`src/rtl/ex_mem_pipe_reg.sv`:
```
// EX/MEM pipeline register with valid/ready flow control, MEM-side stall,
// late kill from branch resolution, and the MEM-stage forwarding tap.
// Optional performance counters are enabled by defining EX_MEM_PERF_EN;
// without it perf_bubbles/perf_stalls are tied to zero.
module ex_mem_pipe_reg #(
  parameter int XLEN   = 32,
  parameter int CTRL_W = 5,
  parameter int CNT_W  = 16
) (
  input  logic              clk,
  input  logic              rst_n,
  // EX side
  input  logic              ex_valid,
  output logic              ex_ready,
  input  logic [CTRL_W-1:0] ex_ctrl,
  input  logic [XLEN-1:0]   ex_alu_res,
  input  logic [XLEN-1:0]   ex_store_data,
  input  logic [XLEN-1:0]   ex_pc_plus4,
  input  logic [4:0]        ex_rd,
  // branch resolution
  input  logic              kill,
  // MEM side
  input  logic              mem_ready,
  output logic              mem_valid,
  output logic [CTRL_W-1:0] mem_ctrl,
  output logic [XLEN-1:0]   mem_alu_res,
  output logic [XLEN-1:0]   mem_store_data,
  output logic [XLEN-1:0]   mem_pc_plus4,
  output logic [4:0]        mem_rd,
  // forwarding tap
  output logic              fwd_we,
  output logic [4:0]        fwd_rd,
  // performance counters
  output logic [CNT_W-1:0]  perf_bubbles,
  output logic [CNT_W-1:0]  perf_stalls
);

  // Control-word bit carrying reg_write.
  localparam int CtrlRegWrite = 4;

  typedef enum logic [1:0] {
    EMPTY = 2'd0,  // no entry toward MEM
    FULL  = 2'd1,  // entry presented
    HOLD  = 2'd2   // entry presented, MEM refused it on the last edge
  } state_e;

  state_e              state_q, state_d;
  logic [CTRL_W-1:0]   ctrl_q, ctrl_d;
  logic [XLEN-1:0]     alu_res_q, alu_res_d;
  logic [XLEN-1:0]     store_data_q, store_data_d;
  logic [XLEN-1:0]     pc_plus4_q, pc_plus4_d;
  logic [4:0]          rd_q, rd_d;

  logic                valid_q;
  logic                load;
  logic                bubble_seen;

  assign valid_q  = (state_q != EMPTY);
  assign ex_ready = !valid_q || mem_ready;

  // A zero control word is a bubble and never occupies the register.
  assign load        = ex_valid && ex_ready && !kill && (ex_ctrl != '0);
  assign bubble_seen = ex_valid && ex_ready && (ex_ctrl == '0);

  // Next-state and next-entry selection; kill overrides load and stall.
  always_comb begin
    // NOTE: every signal driven here gets a default first so no path leaves
    // it unassigned, which would otherwise infer a latch.
    state_d      = state_q;
    ctrl_d       = ctrl_q;
    alu_res_d    = alu_res_q;
    store_data_d = store_data_q;
    pc_plus4_d   = pc_plus4_q;
    rd_d         = rd_q;

    if (kill) begin
      // Squash: control cleared so nothing stale reaches MEM; data fields
      // keep their value since they are ignored while invalid.
      state_d = EMPTY;
      ctrl_d  = '0;
    end else begin
      unique case (state_q)
        EMPTY: begin
          if (load) state_d = FULL;
        end
        FULL, HOLD: begin
          if (mem_ready) state_d = load ? FULL : EMPTY;
          else           state_d = HOLD;
        end
        default: state_d = EMPTY;
      endcase

      if (load) begin
        ctrl_d       = ex_ctrl;
        alu_res_d    = ex_alu_res;
        store_data_d = ex_store_data;
        pc_plus4_d   = ex_pc_plus4;
        rd_d         = ex_rd;
      end else if (state_d == EMPTY) begin
        ctrl_d = '0;
      end
    end
  end

  // State and entry registers; reset empties the stage and zeroes the entry.
  always_ff @(posedge clk or negedge rst_n) begin
    // NOTE: sequential state uses non-blocking assignments so every register
    // samples pre-edge values regardless of statement order.
    if (!rst_n) begin
      state_q      <= EMPTY;
      ctrl_q       <= '0;
      alu_res_q    <= '0;
      store_data_q <= '0;
      pc_plus4_q   <= '0;
      rd_q         <= '0;
    end else begin
      state_q      <= state_d;
      ctrl_q       <= ctrl_d;
      alu_res_q    <= alu_res_d;
      store_data_q <= store_data_d;
      pc_plus4_q   <= pc_plus4_d;
      rd_q         <= rd_d;
    end
  end

  assign mem_valid      = valid_q;
  assign mem_ctrl       = ctrl_q;
  assign mem_alu_res    = alu_res_q;
  assign mem_store_data = store_data_q;
  assign mem_pc_plus4   = pc_plus4_q;
  assign mem_rd         = rd_q;

  // Writes to x0 are never forwarded.
  assign fwd_we = valid_q && ctrl_q[CtrlRegWrite] && (rd_q != 5'd0);
  assign fwd_rd = rd_q;

`ifdef EX_MEM_PERF_EN
  logic [CNT_W-1:0] bubbles_q, stalls_q;

  // Saturating event counters for bubbles offered and cycles spent stalled.
  always_ff @(posedge clk or negedge rst_n) begin
    if (!rst_n) begin
      bubbles_q <= '0;
      stalls_q  <= '0;
    end else begin
      if (bubble_seen && (bubbles_q != '1))
        bubbles_q <= bubbles_q + 1'b1;
      if ((state_q == HOLD) && (stalls_q != '1))
        stalls_q <= stalls_q + 1'b1;
    end
  end

  assign perf_bubbles = bubbles_q;
  assign perf_stalls  = stalls_q;
`else
  logic unused_perf;
  assign unused_perf  = bubble_seen;
  assign perf_bubbles = '0;
  assign perf_stalls  = '0;
`endif

endmodule
```
`config.mk`:
```
export PLATFORM = sky130hd
export DESIGN_NAME = ex_mem_pipe_reg
export DESIGN_NICKNAME = d
export VERILOG_FILES = /design/src/rtl/ex_mem_pipe_reg.sv
export SDC_FILE = /design/constraint.sdc
export NUM_CORES = 1
export LEC_CHECK = 0
export CAP_MARGIN = 20
export CORE_ASPECT_RATIO = 0.7
export CORE_MARGIN = 2
export CORE_UTILIZATION = 40
export CTS_CLUSTER_SIZE = 14
export DETAILED_ROUTE_END_ITERATION = 10
export PLACE_DENSITY = 0.81
export SLEW_MARGIN = 25
export SYNTH_ARGS = -nofsm -noshare
export SYNTH_HDL_FRONTEND = slang
export SYNTH_SLANG_ARGS = --single-unit
```
`constraint.sdc`:
```
create_clock -name clk -period 5.3 [get_ports clk]
set_input_delay 1.59 -clock clk [delete_from_list [all_inputs] [get_ports clk]]
set_output_delay 1.59 -clock clk [all_outputs]
set_load 0.01 [all_outputs]
```
==> flow_metrics.py <==
metrics = {
    "run_status": {
        "outcome": "completed",
    },
    "power": {
        "pwr-share-clk": 0.265,
        "p_int_uw": 1923,
        "p_sw_uw": 682.9,
        "swShare": 0.2620,
        "pwr-share-comb": 0.320,
        "p_leak_uw": 0.003221,
        "irDropWorstVdd_uv": 189.0,
        "p_seq_frac": 0.415,
        "power_density_nw_per_um2": 357.0,
    },
    "global_route": {
        "grt_pass1_wl_mm": 16.82,
        "antenna_found_initial": 0,
        "gr-total-overflow": 0,
        "grt_max_degree": 67,
        "grt_pass1_vias": 3186,
        "track_usage": 0.1680,
    },
    "timing": {
        "fin_crit_sh": 0.8244,
        "rsz0062_at_grt": "no",
        "min_period_ns": 4.369,
        "finalSetupTns_ns": 0,
        "hold_violations": 0,
        "slew_viol_final": 0,
        "setup_viol": 0,
        "tightest_slew_ns": 0.8387,
        "slew_headroom": 0.4409,
        "fmax_ghz": 0.2289,
        "hold_slack_ns": 0.5072,
        "fin_worst_skew_ns": 0.008566,
    },
    "placement": {
        "dp_cells": 654,
        "gp_congestion": 0.6994,
        "dpl-instance-area_sq_um": 6990,
        "port_buffers": 224,
        "place_hpwl_mm": 8.211,
    },
    "setup_path": {
        "cp_max_fo": 3,
        "end_kind": "output port",
        "crit_type": "input port to output port",
        "required_ns": 3.71,
        "worstPathArrival_ns": 2.78,
        "startpoint_type": "input port",
    },
    "yosys": {
        "netlist_instances": 287,
        "syn_area_per_cell_sq_um": 16.99,
        "yosysMostFrequentCell": "dfrtp_1",
        "synth.distinct_cells": 24,
        "ys_seq_area_frac": 0.5543,
        "netlist_area_sq_um": 4876,
        "yosys.area.top_type": "dfrtp_1",
        "synth-main-ff-cell": "dfrtp_1",
        "synth-seq-cells": 108,
        "synth_common_cells": "dfrtp_1, mux2_4, buf_4",
        "synthArstFlopShare": 1.000,
        "yosysTopAreaCellShare": 0.5543,
        "ys_top_cells_by_area": "dfrtp_1, mux2_4, buf_4",
        "ys.warnings.count": 0,
        "synth_edf_count": 0,
    },
    "die": {
        "rows": 33,
        "die_h_microns": 96.38,
        "io_pins": 257,
        "core_region_area_sq_um": 11810,
        "fp.dieW_microns": 136.0,
        "fp.dieArea_sq_um": 13100,
        "start_util": 0.4129,
    },
    "clock_tree": {
        "post-cts-setup-buffer-count": 0,
        "clk_pin_slew_worst_paths_ns": 0.06,
        "clk_latency_ns": 0.34,
        "h-tree-depth": 3,
        "cts_tree": "built",
        "cts.sinks": 108,
        "post_cts_resized": 0,
        "clockBufferDepth": 2,
        "cts_buffers": 9,
        "cts_root_buffer": "clkbuf_16",
        "cts-hold-fix-buffers": 0,
    },
    "final_layout": {
        "area_delta_synth_final_pct": 49.70,
        "final_cell_area_sq_um": 7300,
        "drive_above_1_share": 0.2417,
        "fill_cells": 898,
        "layout.nets": 621,
        "layoutNonFillerInstCount": 670,
        "antenna_cells": 0,
    },
    "detailed_routing": {
        "ant_nets": 0,
        "initialDrtViolationCount": 75,
        "wl_per_cell_microns": 16.78,
        "firstDrtPassIters": 4,
        "drc": 0,
        "viasPerCell": 4.500,
        "drt_wl_total_mm": 11.25,
        "vias": 3015,
    },
    "run": {
        "drv_cap": 0,
    },
    "worst_hold_path": {
        "hold_class": "flip-flop to flip-flop",
    },
}
kinds of logic (layout without fill, tap and decap cells):
kind of cell,count (synthesis),after routing,share of synthesized area
AOI/OAI and AO/OA,13,13,0.02053
DFF,108,108,0.5543
and+or+nand+nor,10,10,0.01412
other,1,32,0.0007691
adders and majority gates,2,2,0.005131
buffers and inverters,52,247,0.1026
muxes,101,101,0.3025
sequential cells by signal, indices dropped and copies added, names as in the netlist:
register	count
mem_alu_res	32
fwd_rd	5
state_q	2
mem_pc_plus4	32
mem_store_data	32
mem_ctrl	5
power by group through the flow:
stage                     sequential, uW  clock [uW]  combinational, uW
after global placement              1090           0                826
after CTS                           1080         712                844
after global routing                1100         744                887
after detailed placement            1090           0                840
final                               1080         690                835
after floorplan                     1150           0                332
path summary, 6_finish.rpt:
| kind | cells past startpoint | to | slack [ns] | from |
|---|---|---|---|---|
| max | 4 | ex_ready | 0.93 | mem_ready |
| min | 1 | mem_ctrl[0] | 0.51 | mem_ctrl[0] |
| max reg2reg | 7 | mem_alu_res[14] | 2.64 | state_q[1] |
| min reg2reg | 1 | mem_ctrl[0] | 0.51 | mem_ctrl[0] |
| max in group asynchronous | 2 | mem_alu_res[11] | 2.89 | rst_n |
| min in group asynchronous | 1 | mem_pc_plus4[2] | 1.34 | rst_n |
cell usage in the layout, fill, tap and decap left out:
cell / count
nor2_1: 2
clkbuf_8: 1
bufinv_16: 1
o311a_1: 1
o21ai_0: 1
a211oi_1: 1
a41oi_1: 1
buf_12: 2
clkdlybuf4s50_1: 223
nor4_1: 1
clkinv_2: 1
nor2b_1: 1
buf_4: 2
ha_1: 2
a22o_1: 5
mux2_4: 90
nor2_2: 1
o21a_1: 2
conb_1: 32
and2_4: 1
inv_6: 2
clkbuf_16: 9
nor3b_4: 1
or3_1: 1
a21oi_1: 2
clkinv_4: 2
dfrtp_1: 108
inv_1: 4
nand2_1: 1
mux2_2: 11
nor3_1: 1
metal layers:
layer	part of all wire	global-route usage	wire length, microns
met4	0.015	0.05382	166
met5	0	0	0
met2	0.46	0.2677	5162
met3	0.10	0.06312	1124
met1	0.43	0.2141	4792
per-stage QoR:
stage	utilization	total power (uW)	setup slack [ns]
floorplan	-	1485	1.901
global placement	0.5920	1912	0.9594
detailed placement	0.5920	1932	0.9375
CTS	0.6181	2639	0.9391
global route	0.6181	2731	0.8894
finish	0.6181	2606	0.9306
critical path: stages:
cell and delay, ns:
clkdlybuf4s50_1 0.46, nor2_2 0.19, inv_1 0.06, clkdlybuf4s50_1 0.47
cell type report:
cell class	count	area, sq um	area share
Timing Repair Buffer	227	2287	0.3133
Clock buffer	10	239.0	0.03274
Tap cell	157	196.4	0.02691
Multi-Input combinational cell	158	1789	0.2451
Sequential cell	108	2703	0.3702
Inverter	4	15.01	0.002057
Clock inverter	6	70.07	0.009599
(Power assumes the default switching activity.)
